--- src/rtl/uart_rx_parity.sv ---
// uart_rx_parity: 8-bit UART receiver with optional parity checking and a
// single-entry valid/ready holding register for the received byte.
//
// state  | meaning
// IDLE   | line idle; a falling edge (once armed) starts a frame
// START  | timing to mid start bit; line high there is a glitch, drop it
// DATA   | sampling 8 data bits, LSB first, one per bit time
// PARITY | sampling the parity bit
// STOP   | sampling the stop bit; the byte is delivered on this sample
// BREAK  | stop bit was low; wait for the line to return high
module uart_rx_parity #(
    parameter int CLKS_PER_BIT = 5210,
    parameter int PARITY_EN    = 1,
    parameter int PARITY_ODD   = 0
) (
    input  logic       clk,
    input  logic       rst,
    input  logic       rx,
    output logic [7:0] rx_data,
    output logic       rx_valid,
    input  logic       rx_ready,
    output logic       parity_err,
    output logic       frame_err,
    output logic       overrun,
    output logic       busy
);

    localparam int CW = (CLKS_PER_BIT > 1) ? $clog2(CLKS_PER_BIT) : 1;
    localparam logic [CW-1:0] HALF_M1 = CW'(CLKS_PER_BIT / 2 - 1);
    localparam logic [CW-1:0] BIT_M1  = CW'(CLKS_PER_BIT - 1);
    localparam logic PAR_ODD = (PARITY_ODD != 0);
    localparam logic PAR_EN  = (PARITY_EN != 0);

    typedef enum logic [2:0] {
        S_IDLE, S_START, S_DATA, S_PARITY, S_STOP, S_BREAK
    } state_t;

    state_t          state_q, state_d;
    logic            rx_meta_q, rx_s_q;
    logic [1:0]      flush_q;
    logic            armed_q;
    logic [CW-1:0]   cnt_q;
    logic [2:0]      bit_idx_q;
    logic [7:0]      shift_q;
    logic            par_bit_q;
    logic [7:0]      rx_data_q;
    logic            rx_valid_q, parity_err_q, frame_err_q, overrun_q;
    logic            tc, data_smp, par_smp, stop_smp, par_mismatch;

    assign tc = (cnt_q == '0);
    assign par_mismatch = PAR_EN && ((^shift_q ^ par_bit_q) != PAR_ODD);

    // Two-flop synchronizer; idle-high reset value so reset never looks like a start.
    always_ff @(posedge clk) begin
        if (rst) begin
            rx_meta_q <= 1'b1;
            rx_s_q    <= 1'b1;
        end else begin
            rx_meta_q <= rx;
            rx_s_q    <= rx_meta_q;
        end
    end

    // Arm start detection only after the synchronizer has flushed and the line was seen high,
    // so a line held low through reset cannot fake a start bit.
    always_ff @(posedge clk) begin
        if (rst) begin
            flush_q <= 2'd0;
            armed_q <= 1'b0;
        end else begin
            if (flush_q != 2'd2) flush_q <= flush_q + 2'd1;
            if (flush_q == 2'd2 && rx_s_q) armed_q <= 1'b1;
        end
    end

    // FSM state register.
    always_ff @(posedge clk) begin
        if (rst) state_q <= S_IDLE;
        else     state_q <= state_d;
    end

    // FSM next-state logic.
    always_comb begin
        state_d = state_q;
        case (state_q)
            S_IDLE:   if (armed_q && !rx_s_q) state_d = S_START;
            S_START:  if (tc) state_d = rx_s_q ? S_IDLE : S_DATA;
            S_DATA:   if (tc && bit_idx_q == 3'd7) state_d = PAR_EN ? S_PARITY : S_STOP;
            S_PARITY: if (tc) state_d = S_STOP;
            S_STOP:   if (tc) state_d = rx_s_q ? S_IDLE : S_BREAK;
            S_BREAK:  if (rx_s_q) state_d = S_IDLE;
            default:  state_d = S_IDLE;
        endcase
    end

    // FSM outputs: busy flag and per-bit sample strobes.
    always_comb begin
        busy     = (state_q != S_IDLE);
        data_smp = (state_q == S_DATA)   && tc;
        par_smp  = (state_q == S_PARITY) && tc;
        stop_smp = (state_q == S_STOP)   && tc;
    end

    // Bit timer (down-counter, reloads each bit), bit index and shift register.
    always_ff @(posedge clk) begin
        if (rst) begin
            cnt_q     <= '0;
            bit_idx_q <= 3'd0;
            shift_q   <= 8'h00;
            par_bit_q <= 1'b0;
        end else begin
            case (state_q)
                S_IDLE: begin
                    cnt_q     <= HALF_M1;
                    bit_idx_q <= 3'd0;
                end
                S_START, S_DATA, S_PARITY, S_STOP:
                    cnt_q <= tc ? BIT_M1 : cnt_q - CW'(1);
                default: cnt_q <= '0;
            endcase
            if (data_smp) begin
                shift_q   <= {rx_s_q, shift_q[7:1]};
                bit_idx_q <= bit_idx_q + 3'd1;
            end
            if (par_smp) par_bit_q <= rx_s_q;
        end
    end

    // Output holding register: load on stop sample, clear on accept, flag overwrite.
    always_ff @(posedge clk) begin
        if (rst) begin
            rx_data_q    <= 8'h00;
            rx_valid_q   <= 1'b0;
            parity_err_q <= 1'b0;
            frame_err_q  <= 1'b0;
            overrun_q    <= 1'b0;
        end else begin
            overrun_q <= 1'b0;
            if (stop_smp) begin
                rx_data_q    <= shift_q;
                parity_err_q <= par_mismatch;
                frame_err_q  <= !rx_s_q;
                rx_valid_q   <= 1'b1;
                overrun_q    <= rx_valid_q && !rx_ready;
            end else if (rx_valid_q && rx_ready) begin
                rx_valid_q <= 1'b0;
            end
        end
    end

    assign rx_data    = rx_data_q;
    assign rx_valid   = rx_valid_q;
    assign parity_err = parity_err_q;
    assign frame_err  = frame_err_q;
    assign overrun    = overrun_q;

endmodule

--- config.mk ---
export PLATFORM = sky130hd
export DESIGN_NAME = uart_rx_parity
export DESIGN_NICKNAME = d
export VERILOG_FILES = /design/src/rtl/uart_rx_parity.sv
export SDC_FILE = /design/constraint.sdc
export NUM_CORES = 1
export LEC_CHECK = 0
export CAP_MARGIN = 20
export CELL_PAD_IN_SITES_DETAIL_PLACEMENT = 1
export CELL_PAD_IN_SITES_GLOBAL_PLACEMENT = 2
export CORE_ASPECT_RATIO = 2
export CORE_UTILIZATION = 36
export CTS_BUF_LIST = sky130_fd_sc_hd__clkbuf_8
export DETAILED_ROUTE_END_ITERATION = 6
export PLACE_DENSITY_LB_ADDON = 0.1
export SYNTH_ARGS = -nofsm -noshare
export SYNTH_HDL_FRONTEND = slang
export SYNTH_SLANG_ARGS = --single-unit
--- constraint.sdc ---
create_clock -name clk -period 2.1 [get_ports clk]
set_input_delay 0.315 -clock clk [delete_from_list [all_inputs] [get_ports clk]]
set_output_delay 0.315 -clock clk [all_outputs]
set_load 0.02 [all_outputs]
* Word-level counts from Yosys, hierarchy flattened
Cells that the tools add are included.
W data, S select, Z words.
** Word-level totals
- Register bits :: 45
- Latch bits :: 0
- RAM bits :: 0
- ROM bits :: 0
- Input bits :: 4
- Output and inout bits :: 13
- Memories kept :: 0
** Cells by class
- Add/subtract/negate cells :: 3
- Multipliers :: 0
- Div/mod/pow operators :: 0
- $lt $le $gt $ge :: 0
- Eq/ne operators :: 14
- Shifts and indexed selects :: 0
- Multiplexer cells :: 15
- Bitwise operators :: 2
- Reductions and logical operators :: 19
** Operators by type and width (count)
- $mux W3 :: 9
- $pmux W13 S2 :: 1
- $pmux W3 S6 :: 1
- $ne A2 B2 Y1 const B :: 7
- $logic_not A13 Y1 :: 1
- $mux W13 :: 1
- $sub A13 B1 Y13 const B :: 1
- $eq A3 B3 Y1 const B :: 3
- $logic_and A1 B1 Y1 :: 8
- $reduce_xor A8 Y1 :: 1
- $eq A3 B2 Y1 const B :: 2
- $reduce_and A6 Y1 :: 1
- $reduce_bool A2 Y1 :: 2
- $reduce_or A4 Y1 :: 1
- $add A3 B1 Y3 const B :: 1
- $eq A3 B1 Y1 const B :: 1
- $logic_not A3 Y1 :: 1
- $reduce_bool A3 Y1 :: 1
- $add A2 B1 Y2 const B :: 1
- $eq A2 B2 Y1 const B :: 1
- $logic_not A1 Y1 :: 2
- $mux W1 :: 2
- $mux W2 :: 1
- $reduce_or A2 Y1 :: 1
- 2 further kinds :: 2

* Logic depth before layout (Yosys ltp)
- Word-level depth :: 4
- Mapped depth :: 8
- Depth with buffers taken out :: 7

* Least setup slack after synthesis
OpenSTA, ideal clock, no wires.
- Kind :: flip-flop to flip-flop
- From :: register cnt_q[0]
- To :: register rx_data_q[2] (netlist: rx_data[2])
- Library setup time :: 132 ps
- Data arrival time :: 1732 ps
- Data required time :: 1968 ps
- Setup slack :: 236 ps
- Stages on the path, launching flop included :: 9
- Buffers on the path :: 1
- Period minus slack after synthesis :: 1864 ps
- Cell sequence :: dfxtp_1 -> inv_1 -> ha_1 -> nor3b_1 -> nand4_1 -> or2_2 -> buf_6 -> nand2_1 -> a21oi_1
** On the way
- Word-level cells in the longest chain between the ends :: 2
** Ends and longest elaborated chain
- from (decl) :: RTL line 42 : logic [CW-1:0] cnt_q;
- from (signal assigned) :: RTL line 118 : cnt_q <= tc ? BIT_M1 : cnt_q - CW'(1);
- $logic_not A13 Y1 :: RTL line 50 : assign tc = (cnt_q == '0);
- $logic_and A1 B1 Y1 :: RTL line 101 : stop_smp = (state_q == S_STOP) && tc;
- to (signal assigned) :: RTL line 140 : rx_data_q <= shift_q;
- to (decl) :: RTL line 46 : logic [7:0] rx_data_q;
Every way passes these cells.
A chain may end at the register's enable or synchronous reset.

* Final worst setup path
- From :: register cnt_q[2]
- To :: register cnt_q[11]
** On the way
- Word-level cells in the longest chain between the ends :: 3
- Elaborated cells on any way between the ends :: 4
** Ends and longest elaborated chain
- $sub A13 B1 Y13 / $logic_not A13 Y1 (equally long branches) :: RTL line 118, 50
- $mux W13 * :: RTL line 118
- $pmux W13 S2 * :: RTL line 112 : case (state_q)
Mark *: on every way between the ends. The rest lies on a longest branch, timed or not.

==> results.json <==
{
  "rows": 37,
  "crit_path_end_kind": "register",
  "hold_violations": 0,
  "antenna_left": 0,
  "slew_headroom_pct": 67.4,
  "timing.final.ws_setup_ps": 207,
  "crit_top_cell": "or4_4",
  "n_antenna_cell": 0,
  "path_delay_family": "simple AND/OR/NAND/NOR gates",
  "max_stage_delay_ps": 570,
  "routed_wl_um": 4410,
  "dr.pass1.iters": 4,
  "grt_usage_pct": 18.2,
  "synthSimpleGateAreaFrac_pct": 23.7,
  "hp-start": "rx_meta_q$_SDFF_PP1_",
  "cp_max_fo": 4,
  "wl_per_cell_um": 14.6,
  "synth-compound-area-share_pct": 14.0,
  "whs_ps": 413,
  "p_leak_nw": 0.834,
  "dpl.hpwl_um": 3470,
  "finalSetupTns_ps": 0,
  "antenna_found_initial": 0,
  "skew_ps": 7.23,
  "r2r-start": "cnt_q[2]$_SDFF_PP0_",
  "cts_buffers": 5,
  "cp.required_ps": 2280,
  "synth.ff_latch_count": 45,
  "grt_pass1_vias": 1665,
  "dpl-instance-area_um2": 2160,
  "post-place-ws_ps": 115,
  "gr-total-overflow": 0,
  "via_count": 1594,
  "syn_area_um2": 1910,
  "synth_edf_count": 0,
  "dieArea_um2": 5610,
  "drcViolationCount": 0,
  "yosysSeqAreaShare_pct": 47.2,
  "crit_type": "register to register",
  "synth_cells": 221,
  "maxSlewViolCount": 0,
  "synth_top_family_by_area": "simple AND/OR/NAND/NOR gates",
  "setup_viol": 0,
  "rsz0062_at_grt": "false",
  "fin_nets": 251,
  "io_pins": 17,
  "worstPathArrival_ps": 2080,
  "synthAdderAreaFrac_pct": 2.62,
  "synth_xor_area_share_pct": 8.07,
  "die_y_um": 105,
  "maxCapViolations": 0,
  "grt_first_pass_wirelength_um": 7370,
  "vdd_drop_max_mv": 0.793,
  "max_freq_mhz": 528,
  "drtIter0Drc": 13,
  "hp-class": "register to register",
  "syn_area_per_cell_um2": 8.63,
  "layout-drive-gt1-share_pct": 13.9,
  "timing.final.crit_share_pct": 90.1,
  "powerDensity_nw_per_um2": 1090,
  "gp_congestion": 0.724,
  "htree_levels": 2,
  "syn_nets": 229,
  "initial_core_util_pct": 37.1,
  "tightest_slew_ps": 489,
  "cpMaxStageDelayCell": "or4_4",
  "clockRootBuffer": "clkbuf_8",
  "synthArstFlopShare_pct": 0,
  "synth_flop_cell": "dfxtp_1",
  "crit_start": "cnt_q[2]$_SDFF_PP0_",
  "fin_area_um2": 2310,
  "core-area_um2": 5140,
  "portBuffers": 16,
  "crit_chain": "or4_4 > or4_4 > nor2_1 > xnor2_1 > o21ai_2",
  "clk_latency_ps": 300,
  "ctsLongestPathBuffers": 2,
  "cts_sinks": 45,
  "start_kind": "register",
  "min_period_ps": 1890,
  "clkTransAtPathRegs_ps": 80,
  "synth.distinct_cells": 35,
  "syn2layout_area_growth_pct": 21.0,
  "finish.utilization_pct": 44.9,
  "ys_warn_count": 0,
  "grt_start_max_net_pins": 18,
  "cp_num_buf_inv": 0,
  "run_status": "finished clean",
  "cts_setup_buffers": 0,
  "route.detailed.vias_per_inst": 5.28,
  "yosys-mux-area-fraction_pct": 0.590,
  "die_w_um": 53.5,
  "cts_tree": "built",
  "mostFrequentLayoutCells": "nand2_1 (45), dfxtp_1 (45), a21oi_1 (29)"
}
## per-layer routing
| metal | up-vias | part of all wire [%] | wire length, µm | track usage, % |
|---|---|---|---|---|
| met5 | - | 0 | 0 | 0 |
| met4 | 0 | 2.7 | 121 | 8.08 |
| met3 | 8 | 1.9 | 85 | 3.49 |
| met2 | 19 | 62 | 2720 | 36.2 |
| met1 | 782 | 34 | 1490 | 15.4 |
| li1 | 785 | - | - | - |
## through the flow
step                      power [mW]  std cells
final                           2.51        302
after global routing            2.67        302
after CTS                       2.54        302
after detailed placement        1.76        294
after global placement          1.72        294
after floorplan                 1.54        221
## synth_stat cells (all sizes together) (2+ instances only)
master | n | area [µm²]
nand2b | 5 | 31.3
nor2 | 18 | 70.1
or4 | 4 | 37.5
nand3b | 2 | 15.0
o21ai | 9 | 52.6
ha | 4 | 50.1
or2 | 4 | 25.0
a2bb2oi | 2 | 17.5
clkbuf | 7 | 26.3
nand2 | 45 | 169
nor3 | 4 | 25.0
inv | 4 | 15.0
a21oi | 29 | 145
xor2 | 4 | 35.0
nand4 | 2 | 12.5
or3 | 2 | 12.5
nand3 | 2 | 10.0
o31ai | 3 | 22.5
dfxtp | 45 | 901
xnor2 | 11 | 96.3
buf | 4 | 32.5
nor3b | 3 | 22.5
## registers in the layout, summed over array words and instances (netlist names), 2 cells and up
name,flops
bit_idx_q,3
cnt_q,13
flush_q,2
rx_data,8
shift_q,8
state_q,3
## where the power goes
part | switching [mW] | total, mW | internal [mW]
Clock | 0.291 | 0.763 | 0.473
Sequential | 0.101 | 1.05 | 0.951
Combinational | 0.379 | 0.699 | 0.320
Total | 0.770 | 2.51 | 1.74
## logic make-up (layout without fill, tap and decap cells)
kind of cell	Yosys count	count (layout)
adders and majority gates	4	4
DFF	45	45
xor gates and xnor gates	16	16
muxes	1	1
and+or+nand+nor	94	94
AOI/OAI and AO/OA	46	46
buffers and inverters	15	38
## worst reg2reg max path, stage by stage, from the launching register on
cell	delay, ps
dfxtp_1	360
or4_4	570
or4_4	470
nor2_1	160
xnor2_1	160
o21ai_2	60
## final cells by class
cell class | instances | area (µm²)
clock buffers | 5 | 68.8
clock inverters | 3 | 65.1
fillers | 633 | 2830
inverters | 4 | 15.0
multi-input cells | 161 | 950
flip-flops and latches | 45 | 901
well taps | 58 | 72.6
repair buffers | 26 | 238
## worst paths after layout
check / slack, ps / cells past startpoint / end
setup / recovery: 210 / 5 / cnt_q[11]$_SDFF_PP0_
hold / removal: 410 / 1 / rx_s_q$_SDFF_PP1_
setup reg to reg: 210 / 5 / cnt_q[11]$_SDFF_PP0_
hold reg to reg: 410 / 1 / rx_s_q$_SDFF_PP1_
## repair_timing
item,4_1_cts,5_1_grt
hold buffers,0,0
gates resized for setup,0,4
setup endpoints to repair,0,3
No activity file was read; power rests on OpenSTA's default activity.
